`src/rtl/multi_digit_integer_display_controller.sv`:
```
// Sequential double-dabble integer-to-BCD converter feeding a multiplexed seven-segment bank.
// Build option SIGNED_DISPLAY_EN: two's-complement input, magnitude conversion and minus-sign rendering.
module multi_digit_integer_display_controller #(
  parameter int unsigned BINARY_WIDTH       = 8,
  parameter int unsigned NUM_DIGITS         = 3,
  parameter int unsigned SCAN_DIVIDER       = 50000,
  parameter int unsigned ACTIVE_LOW_OUTPUTS = 1
) (
  input  logic                      clk,
  input  logic                      reset_n,
  input  logic [BINARY_WIDTH-1:0]   display_integer,
  input  logic                      load,
  output logic                      busy,
  output logic [4*NUM_DIGITS-1:0]   bcd_data,
  output logic                      overflow,
  output logic [7:0]                segment_bits,
  output logic [NUM_DIGITS-1:0]     digit_enable,
  output logic                      digit_change_tick
);

  localparam int unsigned BCD_W  = 4 * NUM_DIGITS;
  localparam int unsigned CNT_W  = $clog2(BINARY_WIDTH + 1);
  localparam int unsigned SCAN_W = $clog2(SCAN_DIVIDER);
  localparam int unsigned IDX_W  = (NUM_DIGITS > 1) ? $clog2(NUM_DIGITS) : 1;

  localparam logic [7:0]            SEG_IDLE = (ACTIVE_LOW_OUTPUTS != 0) ? 8'hFF : 8'h00;
  localparam logic [NUM_DIGITS-1:0] EN_IDLE  = (ACTIVE_LOW_OUTPUTS != 0) ? {NUM_DIGITS{1'b1}}
                                                                         : {NUM_DIGITS{1'b0}};

  localparam logic [1:0] ST_IDLE    = 2'd0;
  localparam logic [1:0] ST_CONVERT = 2'd1;
  localparam logic [1:0] ST_COMMIT  = 2'd2;

  logic [1:0]              state;
  logic [BINARY_WIDTH-1:0] shift_reg;
  logic [BCD_W-1:0]        work_bcd;
  logic                    work_ovf;
  logic [CNT_W-1:0]        bit_cnt;
  logic                    pending_valid;
  logic [BINARY_WIDTH-1:0] pending_value;

  logic                    start;
  logic [BINARY_WIDTH-1:0] capture_raw;
  logic [BINARY_WIDTH-1:0] capture_mag;
  logic [BCD_W-1:0]        adj_bcd;
  logic                    commit_now;
  logic                    commit_ovf;
  logic [BCD_W-1:0]        bcd_next;
  logic                    ovf_next;
`ifdef SIGNED_DISPLAY_EN
  logic                    capture_neg;
  logic                    work_neg;
  logic                    neg_reg;
  logic                    neg_next;
`endif

  logic [SCAN_W-1:0]       scan_cnt;
  logic [IDX_W-1:0]        scan_idx;
  logic [IDX_W-1:0]        scan_idx_next;
  logic                    scan_wrap;
  logic [7:0]              glyph;
  logic [NUM_DIGITS-1:0]   onehot;
  logic [3:0]              sel_digit;
  int unsigned             sel_pos;
  int unsigned             msd_pos;

  function automatic logic [7:0] seven_seg(input logic [3:0] d);
    case (d)
      4'd0:    return 8'h3F;
      4'd1:    return 8'h06;
      4'd2:    return 8'h5B;
      4'd3:    return 8'h4F;
      4'd4:    return 8'h66;
      4'd5:    return 8'h6D;
      4'd6:    return 8'h7D;
      4'd7:    return 8'h07;
      4'd8:    return 8'h7F;
      4'd9:    return 8'h6F;
      default: return 8'h00;
    endcase
  endfunction

  assign busy       = (state != ST_IDLE);
  assign commit_now = (state == ST_COMMIT);

  // A load arriving in the commit cycle is newer than anything pending, so it wins.
  assign start       = ((state == ST_IDLE) && load) ||
                       (commit_now && (load || pending_valid));
  assign capture_raw = (commit_now && !load) ? pending_value : display_integer;

`ifdef SIGNED_DISPLAY_EN
  assign capture_neg = capture_raw[BINARY_WIDTH-1];
  assign capture_mag = capture_neg ? (~capture_raw + BINARY_WIDTH'(1)) : capture_raw;
  // Negative values give up the top digit to the minus sign.
  assign commit_ovf  = work_ovf | (work_neg & (work_bcd[BCD_W-1 -: 4] != 4'd0));
`else
  assign capture_mag = capture_raw;
  assign commit_ovf  = work_ovf;
`endif

  always_comb begin
    adj_bcd = work_bcd;
    for (int unsigned i = 0; i < NUM_DIGITS; i++) begin
      if (work_bcd[4*i +: 4] >= 4'd5)
        adj_bcd[4*i +: 4] = work_bcd[4*i +: 4] + 4'd3;
    end
  end

  always_ff @(posedge clk or negedge reset_n) begin
    if (!reset_n) begin
      state         <= ST_IDLE;
      pending_valid <= 1'b0;
      pending_value <= '0;
    end else begin
      case (state)
        ST_IDLE: begin
          if (load)
            state <= ST_CONVERT;
        end
        ST_CONVERT: begin
          if (bit_cnt == CNT_W'(BINARY_WIDTH - 1))
            state <= ST_COMMIT;
          if (load) begin
            pending_valid <= 1'b1;
            pending_value <= display_integer;
          end
        end
        ST_COMMIT: begin
          pending_valid <= 1'b0;
          state         <= (load || pending_valid) ? ST_CONVERT : ST_IDLE;
        end
        default: state <= ST_IDLE;
      endcase
    end
  end

  always_ff @(posedge clk or negedge reset_n) begin
    if (!reset_n) begin
      shift_reg <= '0;
      work_bcd  <= '0;
      work_ovf  <= 1'b0;
      bit_cnt   <= '0;
`ifdef SIGNED_DISPLAY_EN
      work_neg  <= 1'b0;
`endif
    end else if (start) begin
      shift_reg <= capture_mag;
      work_bcd  <= '0;
      work_ovf  <= 1'b0;
      bit_cnt   <= '0;
`ifdef SIGNED_DISPLAY_EN
      work_neg  <= capture_neg;
`endif
    end else if (state == ST_CONVERT) begin
      work_bcd  <= {adj_bcd[BCD_W-2:0], shift_reg[BINARY_WIDTH-1]};
      shift_reg <= {shift_reg[BINARY_WIDTH-2:0], 1'b0};
      work_ovf  <= work_ovf | adj_bcd[BCD_W-1];
      bit_cnt   <= bit_cnt + CNT_W'(1);
    end
  end

  assign bcd_next = commit_now ? work_bcd : bcd_data;
  assign ovf_next = commit_now ? commit_ovf : overflow;
`ifdef SIGNED_DISPLAY_EN
  assign neg_next = commit_now ? work_neg : neg_reg;
`endif

  always_ff @(posedge clk or negedge reset_n) begin
    if (!reset_n) begin
      bcd_data <= '0;
      overflow <= 1'b0;
`ifdef SIGNED_DISPLAY_EN
      neg_reg  <= 1'b0;
`endif
    end else begin
      bcd_data <= bcd_next;
      overflow <= ovf_next;
`ifdef SIGNED_DISPLAY_EN
      neg_reg  <= neg_next;
`endif
    end
  end

  assign scan_wrap = (scan_cnt == SCAN_W'(SCAN_DIVIDER - 1));

  always_comb begin
    scan_idx_next = scan_idx;
    if (scan_wrap)
      scan_idx_next = (scan_idx == IDX_W'(NUM_DIGITS - 1)) ? '0 : scan_idx + IDX_W'(1);
  end

  // Rendered from next-state values so the registered glyph always agrees with the
  // enable and the committed result on the same edge.
  always_comb begin
    sel_pos   = 0;
    msd_pos   = 0;
    sel_digit = 4'd0;
    onehot    = '0;
    glyph     = 8'h00;
    for (int unsigned i = 0; i < NUM_DIGITS; i++) begin
      if (bcd_next[4*i +: 4] != 4'd0)
        msd_pos = i;
      if (scan_idx_next == IDX_W'(i)) begin
        sel_pos   = i;
        sel_digit = bcd_next[4*i +: 4];
        onehot[i] = 1'b1;
      end
    end
    if (ovf_next)
      glyph = 8'h40;
    else if (sel_pos <= msd_pos)
      glyph = seven_seg(sel_digit);
`ifdef SIGNED_DISPLAY_EN
    else if (neg_next && (sel_pos == msd_pos + 1))
      glyph = 8'h40;
`endif
  end

  always_ff @(posedge clk or negedge reset_n) begin
    if (!reset_n) begin
      scan_cnt          <= '0;
      scan_idx          <= '0;
      digit_change_tick <= 1'b0;
      segment_bits      <= SEG_IDLE;
      digit_enable      <= EN_IDLE;
    end else begin
      scan_cnt          <= scan_wrap ? '0 : scan_cnt + SCAN_W'(1);
      scan_idx          <= scan_idx_next;
      digit_change_tick <= scan_wrap;
      segment_bits      <= glyph ^ SEG_IDLE;
      digit_enable      <= onehot ^ EN_IDLE;
    end
  end

endmodule

```
`config.mk`:
```
export PLATFORM = sky130hd
export DESIGN_NAME = multi_digit_integer_display_controller
export DESIGN_NICKNAME = d
export VERILOG_FILES = /design/src/rtl/multi_digit_integer_display_controller.sv
export SDC_FILE = /design/constraint.sdc
export NUM_CORES = 1
export LEC_CHECK = 0
export ABC_AREA = 1
export BUFFER_PORTS_ARGS = -buffer_cell sky130_fd_sc_hd__clkbuf_2
export CAP_MARGIN = 25
export CORE_MARGIN = 3
export CORE_UTILIZATION = 35
export CTS_CLUSTER_SIZE = 28
export DETAILED_ROUTE_END_ITERATION = 7
export GPL_TIMING_DRIVEN = 1
export HOLD_SLACK_MARGIN = 0.02
export PLACE_DENSITY = 0.58
export SYNTH_ARGS = -nofsm -noshare
export SYNTH_HDL_FRONTEND = slang
export SYNTH_SLANG_ARGS = --single-unit
```
`constraint.sdc`:
```
create_clock -name clk -period 3.6 [get_ports clk]
set_input_delay 0.36 -clock clk [delete_from_list [all_inputs] [get_ports clk]]
set_output_delay 0.36 -clock clk [all_outputs]
set_load 0.005 [all_outputs]
```
# Yosys cells after proc, flatten, opt, wreduce, memory -nomap -nowiden
# Memories as Yosys holds them, arrays and structs flattened.
# Index checks and enable logic that the tools add are counted.
[word_totals] reg_bits=79 mem_bits_ro=112 inputBits=11 wordCells=89 mem_count=1
[op_classes] add_sub_neg=6 order_cmp=4 n_eq_ne=10 muxes=35 bitwise_logic=3 reduce_logical=16
[memory_table] name="(name not given)" depth=16 word_bits=7 rd=1 rd_clocked_by_memory_dff=0 write_ports=0 line_no="68" source="case (d)"
[ops] op="2-to-1 mux 32 bit" count=2
[ops] op="2-to-1 mux 8 bit" count=5
[ops] op="2-to-1 mux 12 bit" count=3
[ops] op="<= comparator 32 bit" count=1
[ops] op="2-to-1 mux 4 bit" count=8
[ops] op="adder 16 x 1 -> 16 bit (second input constant)" count=1
[ops] op="equality test 16 bit (second input constant)" count=1
[ops] op="2-to-1 mux 16 bit" count=1
[ops] op="adder 4 x 2 -> 4 bit (second input constant)" count=3
[ops] op=">= comparator 4 x 3 -> 1 bit (second input constant)" count=3
[ops] op="2-to-1 mux 1 bit" count=10
[ops] op="2-to-1 mux 2 bit" count=4
[ops] op="inverter 8 bit" count=1
[ops] op="nonzero test 4 bit" count=2
[ops] op="equality test 2 bit (second input constant)" count=3
[ops] op="inequality test 2 bit (second input constant)" count=3
[ops] op="one-hot mux 2 bit (3 select lines)" count=1
[ops] op="AND reduction 2 bit" count=3
[ops] op="nonzero test 2 bit" count=3
[ops] op="adder 4 x 1 -> 4 bit (second input constant)" count=1
[ops] op="equality test 2 x 1 -> 1 bit (second input constant)" count=2
[ops] op="equality test 4 x 3 -> 1 bit (second input constant)" count=1
[ops] op="logical NOT 2 bit" count=2
[ops] op="logical AND 1 bit" count=3
[ops] op="other kinds (6)" count=7

# Depth between registers and ports, before layout
# An unclocked memory read counts as a cell.
[logic_depth] depth_word=11 depth_mapped=18 mapped_depth_nobuf=18

# Least setup slack after synthesis
# Ideal clock, no wire load.
[synth_path] kind="reg2reg" from="reg state[0]" to="reg segment_bits[6]" setup_ns=0.068 t_arrival_ns=2.216 path_slack_ns=1.316 stages_incl_launch_ff=13 period_less_slack_ns=2.284 cell_sequence="dfrtp_1 nor2_4 inv_2 clkbuf_1 o21ai_0 inv_1 o41a_1 ha_1 a22oi_1 inv_1 nand2_2 nor2_1 nor2_1"
[synth_between] elab_chain_len=9 word_cells_on_any_way=15 cone_classes="order compare (1); eq/ne (1); mux (9); bitwise (1); reduce/logical (2); memory (1)"
[synth_rtl] item="start, declared" line_no="34" source="logic [1:0] state;"
[synth_rtl] item="start signal, assigned" line_no="130" source="state <= (load || pending_valid) ? ST_CONVERT : ST_IDLE;"
[synth_rtl] item="equality test 2 bit (*)" line_no="84" source="assign commit_now = (state == ST_COMMIT);"
[synth_rtl] item="2-to-1 mux 12 bit (*)" line_no="162" source="assign bcd_next = commit_now ? work_bcd : bcd_data;"
[synth_rtl] item="named net bcd_next[4]" line_no="48" source="logic [BCD_W-1:0] bcd_next;"
[synth_rtl] item="nonzero test 4 bit" line_no="201" source="if (bcd_next[4*i +: 4] != 4'd0)"
[synth_rtl] item="2-to-1 mux 1 bit" line_no="201"
[synth_rtl] item="2-to-1 mux 32 bit" line_no="201"
[synth_rtl] item="<= comparator 32 bit" line_no="211" source="else if (sel_pos <= msd_pos)"
[synth_rtl] item="2-to-1 mux 8 bit (*)" line_no="211"
[synth_rtl] item="2-to-1 mux 8 bit (*)" line_no="209" source="if (ovf_next)"
[synth_rtl] item="inverter 8 bit (no line) (*)"
[synth_rtl] item="end signal, assigned" line_no="230" source="segment_bits <= glyph ^ SEG_IDLE;"
[synth_rtl] item="end, declared" line_no="16" source="output logic [7:0] segment_bits,"
# The timed path passes the listed nets; every way through them passes the cells marked *.
# A chain may end at the register's enable or synchronous reset.

# Final worst setup path
[layout_path] from="reg state[0]" to="reg segment_bits[6]"
[layout_between] word_cells_on_any_way=15 cone_classes="order compare (1); eq/ne (1); mux (9); bitwise (1); reduce/logical (2); memory (1)"
[layout_rtl] item="equality test 2 bit (*)" line_no="84"
[layout_rtl] item="2-to-1 mux 12 bit (*)" line_no="162"
[layout_rtl] item="named net bcd_next[8]" line_no="48"
[layout_rtl] item="nonzero test 4 bit" line_no="201"
[layout_rtl] item="2-to-1 mux 32 bit" line_no="201"
[layout_rtl] item="<= comparator 32 bit" line_no="211"
[layout_rtl] item="2-to-1 mux 8 bit (*)" line_no="211"
[layout_rtl] item="2-to-1 mux 8 bit (*)" line_no="209"
[layout_rtl] item="inverter 8 bit (no line) (*)"
# Marks and branches as above.

==> run_results.csv <==
group,metric,value,unit
sta,finClkSkew,0.005750,ns
global_route,grt_pass1_vias,3094,
routing,drc_errors,0,
logic_synthesis,synth_warnings,0,
power_and_ir_drop,powerDensity,810.5,mW/mm^2
final_layout,fin_cells,635,
cts,ctsLongestPathBuffers,2,
final_layout,area_growth,16.94,%
cts,ctsHtreeMaxLevel,3,
global_route,grt_pass1_wl,14.23,mm
place,place_hpwl,5.829,mm
routing,dr.pass1.iters,4,
global_route,met1_usage,16.96,%
setup_path,crit_fanout,21,
sta,hold_ws,0.2827,ns
final_layout,top_register,"scan_cnt",
hold_path,hp-class,"primary input to register",
logic_synthesis,synth_top_area_share,43.23,%
power_and_ir_drop,vdd_drop_max,398.0,uV
setup_path,crit_arrival,2.95,ns
floorplanning,start_util,36.00,%
sta,rsz0062_at_grt,"false",
cts,ctsResizeCount,0,
logic_synthesis,syn-instance-count,450,
cts,worst_skew_pair.late_latency,0.33,ns
sta,finalSetupTns,0,ns
sta,setup_viol,0,
sta,hold_violations,0,
cts,post_cts_buffers,0,
global_route,gr-total-overflow,0,
logic_synthesis,synth_edf_count,0,
place,portBuffers,35,
floorplanning,num_rows,38,
final_layout,largest_reg_flops,16,
run_status,status,"complete, no violations",
logic_synthesis,syn_nets,476,
routing,routedWlPerCell,12.54,um
sta,tightestPinTransition,0.6836,ns
global_route,grt_busiest_layer,"met2",
logic_synthesis,yosys_register_bits,78,
global_route,antenna_found_initial,0,
floorplanning,io_pins,37,
floorplanning,die_w,112.1,um
cts,cts_tree,"done",
global_route,grtUsageTotal,13.87,%
final_layout,nets,516,
logic_synthesis,synth_area_per_cell,8.747,um^2
setup_path,cp-start-kind,"register",
floorplanning,die_area,0.01256,mm^2
logic_synthesis,synth_flop_cell,"dfrtp_1",
global_route,grt_max_degree,79,
routing,ant_nets,0,
sta,min_period,2.683,ns
logic_synthesis,synth.cell_area,0.003936,mm^2
setup_path,worstPathRequired,3.87,ns
logic_synthesis,ys_types,39,
sta,slew_headroom,54.32,%
power_and_ir_drop,p_leak,2.272,nW
sta,fmax,372.7,MHz
logic_synthesis,async_flop_share,100.0,%
floorplanning,die_h,112.1,um
floorplanning,core_area,0.01094,mm^2
setup_path,cp-end-kind,"register",
routing,drt_iter0_drc,155,
global_route,met2_usage,23.66,%
setup_path,path_class,"register to register",
setup_path,crit_path_start,"state[0]$_DFFE_PN0P_",
final_layout,drive_above_1_share,20.81,%
final_layout,antenna_cells,0,
hold_path,worstHoldStart,"display_integer[3]",
cts,clock_sinks,78,
cts,cts_hold_buf,0,
place,gp_congestion,0.8192,
routing,vias_per_cell,4.657,
final_layout,top_regs,"scan_cnt: 16 flops, bcd_data: 12 flops, work_bcd: 12 flops",
job,cap_violations,0,
logic_synthesis,synth.area.top_cells,"dfrtp_1 43%, nand2_1 6.9%, dfstp_2 6.7%",
logic_synthesis,seq_area_frac_synth,49.90,%
cts,cts_root_buf,"clkbuf_16",
place,place_inst,617,
logic_synthesis,synth_top_area_cell,"dfrtp_1",
cts,numCtsBuffers,9,
routing,wl,7.962,mm
sta,slew_violations,0,
global_route,use_met3,4.313,%
cts,clk_pin_slew,0.06,ns
routing,dr_total_vias,2957,
sta,timing.final.crit_share,74.52,%
setup_path,rr_startpoint,"state[0]$_DFFE_PN0P_",
## cells by family after synthesis
| logic type | share of synthesized area [%] |
|---|---|
| and+or+nand+nor | 21.58 |
| AOI/OAI and AO/OA | 12.75 |
| buffers and inverters | 8.455 |
| DFF | 49.90 |
| adders and majority gates | 4.768 |
| xor gates and xnor gates | 2.447 |
| other | 0.09527 |
## stage by stage
stage	worst slack [ns]	util, %	instance area [um^2]	power [mW]
2_1_floorplan	1.316	-	3936	2.378
6_report	0.9172	42.09	4603	3.731
4_1_cts	0.8723	41.75	4566	3.792
5_1_grt	0.6372	42.09	4603	4.074
3_3_place_gp	0.9055	38.86	4249	2.763
3_5_place_dp	0.8870	38.86	4249	2.800
## worst paths after layout
| path | endpoint | slack (ns) | depth (start not counted) |
|---|---|---|---|
| worst max register to register | segment_bits[6]$_DFF_PN1_ | 0.92 | 12 |
| worst max-delay path | segment_bits[6]$_DFF_PN1_ | 0.92 | 12 |
| worst min-delay path | pending_value[3]$_DFFE_PN0P_ | 0.28 | 3 |
| max in group asynchronous | shift_reg[7]$_DFFE_PN0P_ | 2.54 | 3 |
| worst min register to register | scan_cnt[0]$_DFF_PN0_ | 0.46 | 1 |
| min in group asynchronous | scan_cnt[9]$_DFF_PN0_ | 0.50 | 2 |
## layout by cell type, fill, tap and decap left out, types with 4 or more instances in the layout
cell type | netlist | routed
xor2_1 | 11 | 11
ha_1 | 15 | 15
inv_2 | 6 | 6
nand3_1 | 26 | 26
clkbuf_16 | 0 | 9
nor2_1 | 32 | 32
dfstp_2 | 10 | 10
a21oi_1 | 17 | 17
clkbuf_2 | 0 | 34
nor2_4 | 6 | 6
nand2_2 | 13 | 13
dfrtp_1 | 68 | 68
o211ai_1 | 4 | 4
o21ai_0 | 38 | 38
nand2_1 | 72 | 72
inv_1 | 69 | 69
o21ai_1 | 7 | 7
o221ai_1 | 7 | 7
o22ai_1 | 7 | 7
nor2_2 | 5 | 5
or2_2 | 5 | 5
## synth_stat cells (2+ instances only)
cell and instances:
nor2_4 6, nand3_2 2, dfrtp_1 68, inv_1 69
o22ai_1 7, nor2_1 32, or2_1 2, a21oi_1 17
o21ai_1 7, nand2_1 72, dfstp_2 10, nand4_1 2
buf_2 2, o21ai_0 38, ha_1 15, o211ai_1 4
clkbuf_1 5, a31oi_1 2, inv_2 6, or2_2 5
nand2_4 2, nor2_2 5, o221ai_1 7, nand2_2 13
xor2_1 11, nand3b_1 3, nand3_1 26
## cell type report
type | count | area (um^2)
fillers | 1107 | 6332
flip-flops and latches | 78 | 1964
multi-input cells | 287 | 1639
inverters | 76 | 285.3
clock buffers | 12 | 246.5
repair buffers | 38 | 222.7
well taps | 140 | 175.2
clock inverters | 4 | 70.07
## routing by layer
metal / part of all wire, % / vias up
li1: - / 1529
met1: 45 / 1376
met2: 49 / 42
met3: 4.5 / 10
met4: 1.1 / 0
met5: 0 / -
## report_power, final
group / switching [mW] / internal, mW / total, mW
registers: 0.165 / 1.21 / 1.37
clock network: 0.328 / 0.624 / 0.951
logic: 0.861 / 0.544 / 1.41
## critical path: stages, from the launching register on
cell	delay (ns)
dfrtp_1	0.42
nor2_4	0.24
inv_2	0.21
o21ai_1	0.28
inv_1	0.11
nor4_2	0.29
o41a_1	0.21
ha_1	0.22
a22oi_1	0.31
inv_1	0.09
nand2_2	0.11
nor2_1	0.04
nor2_1	0.08
(Power assumes the default switching activity.)
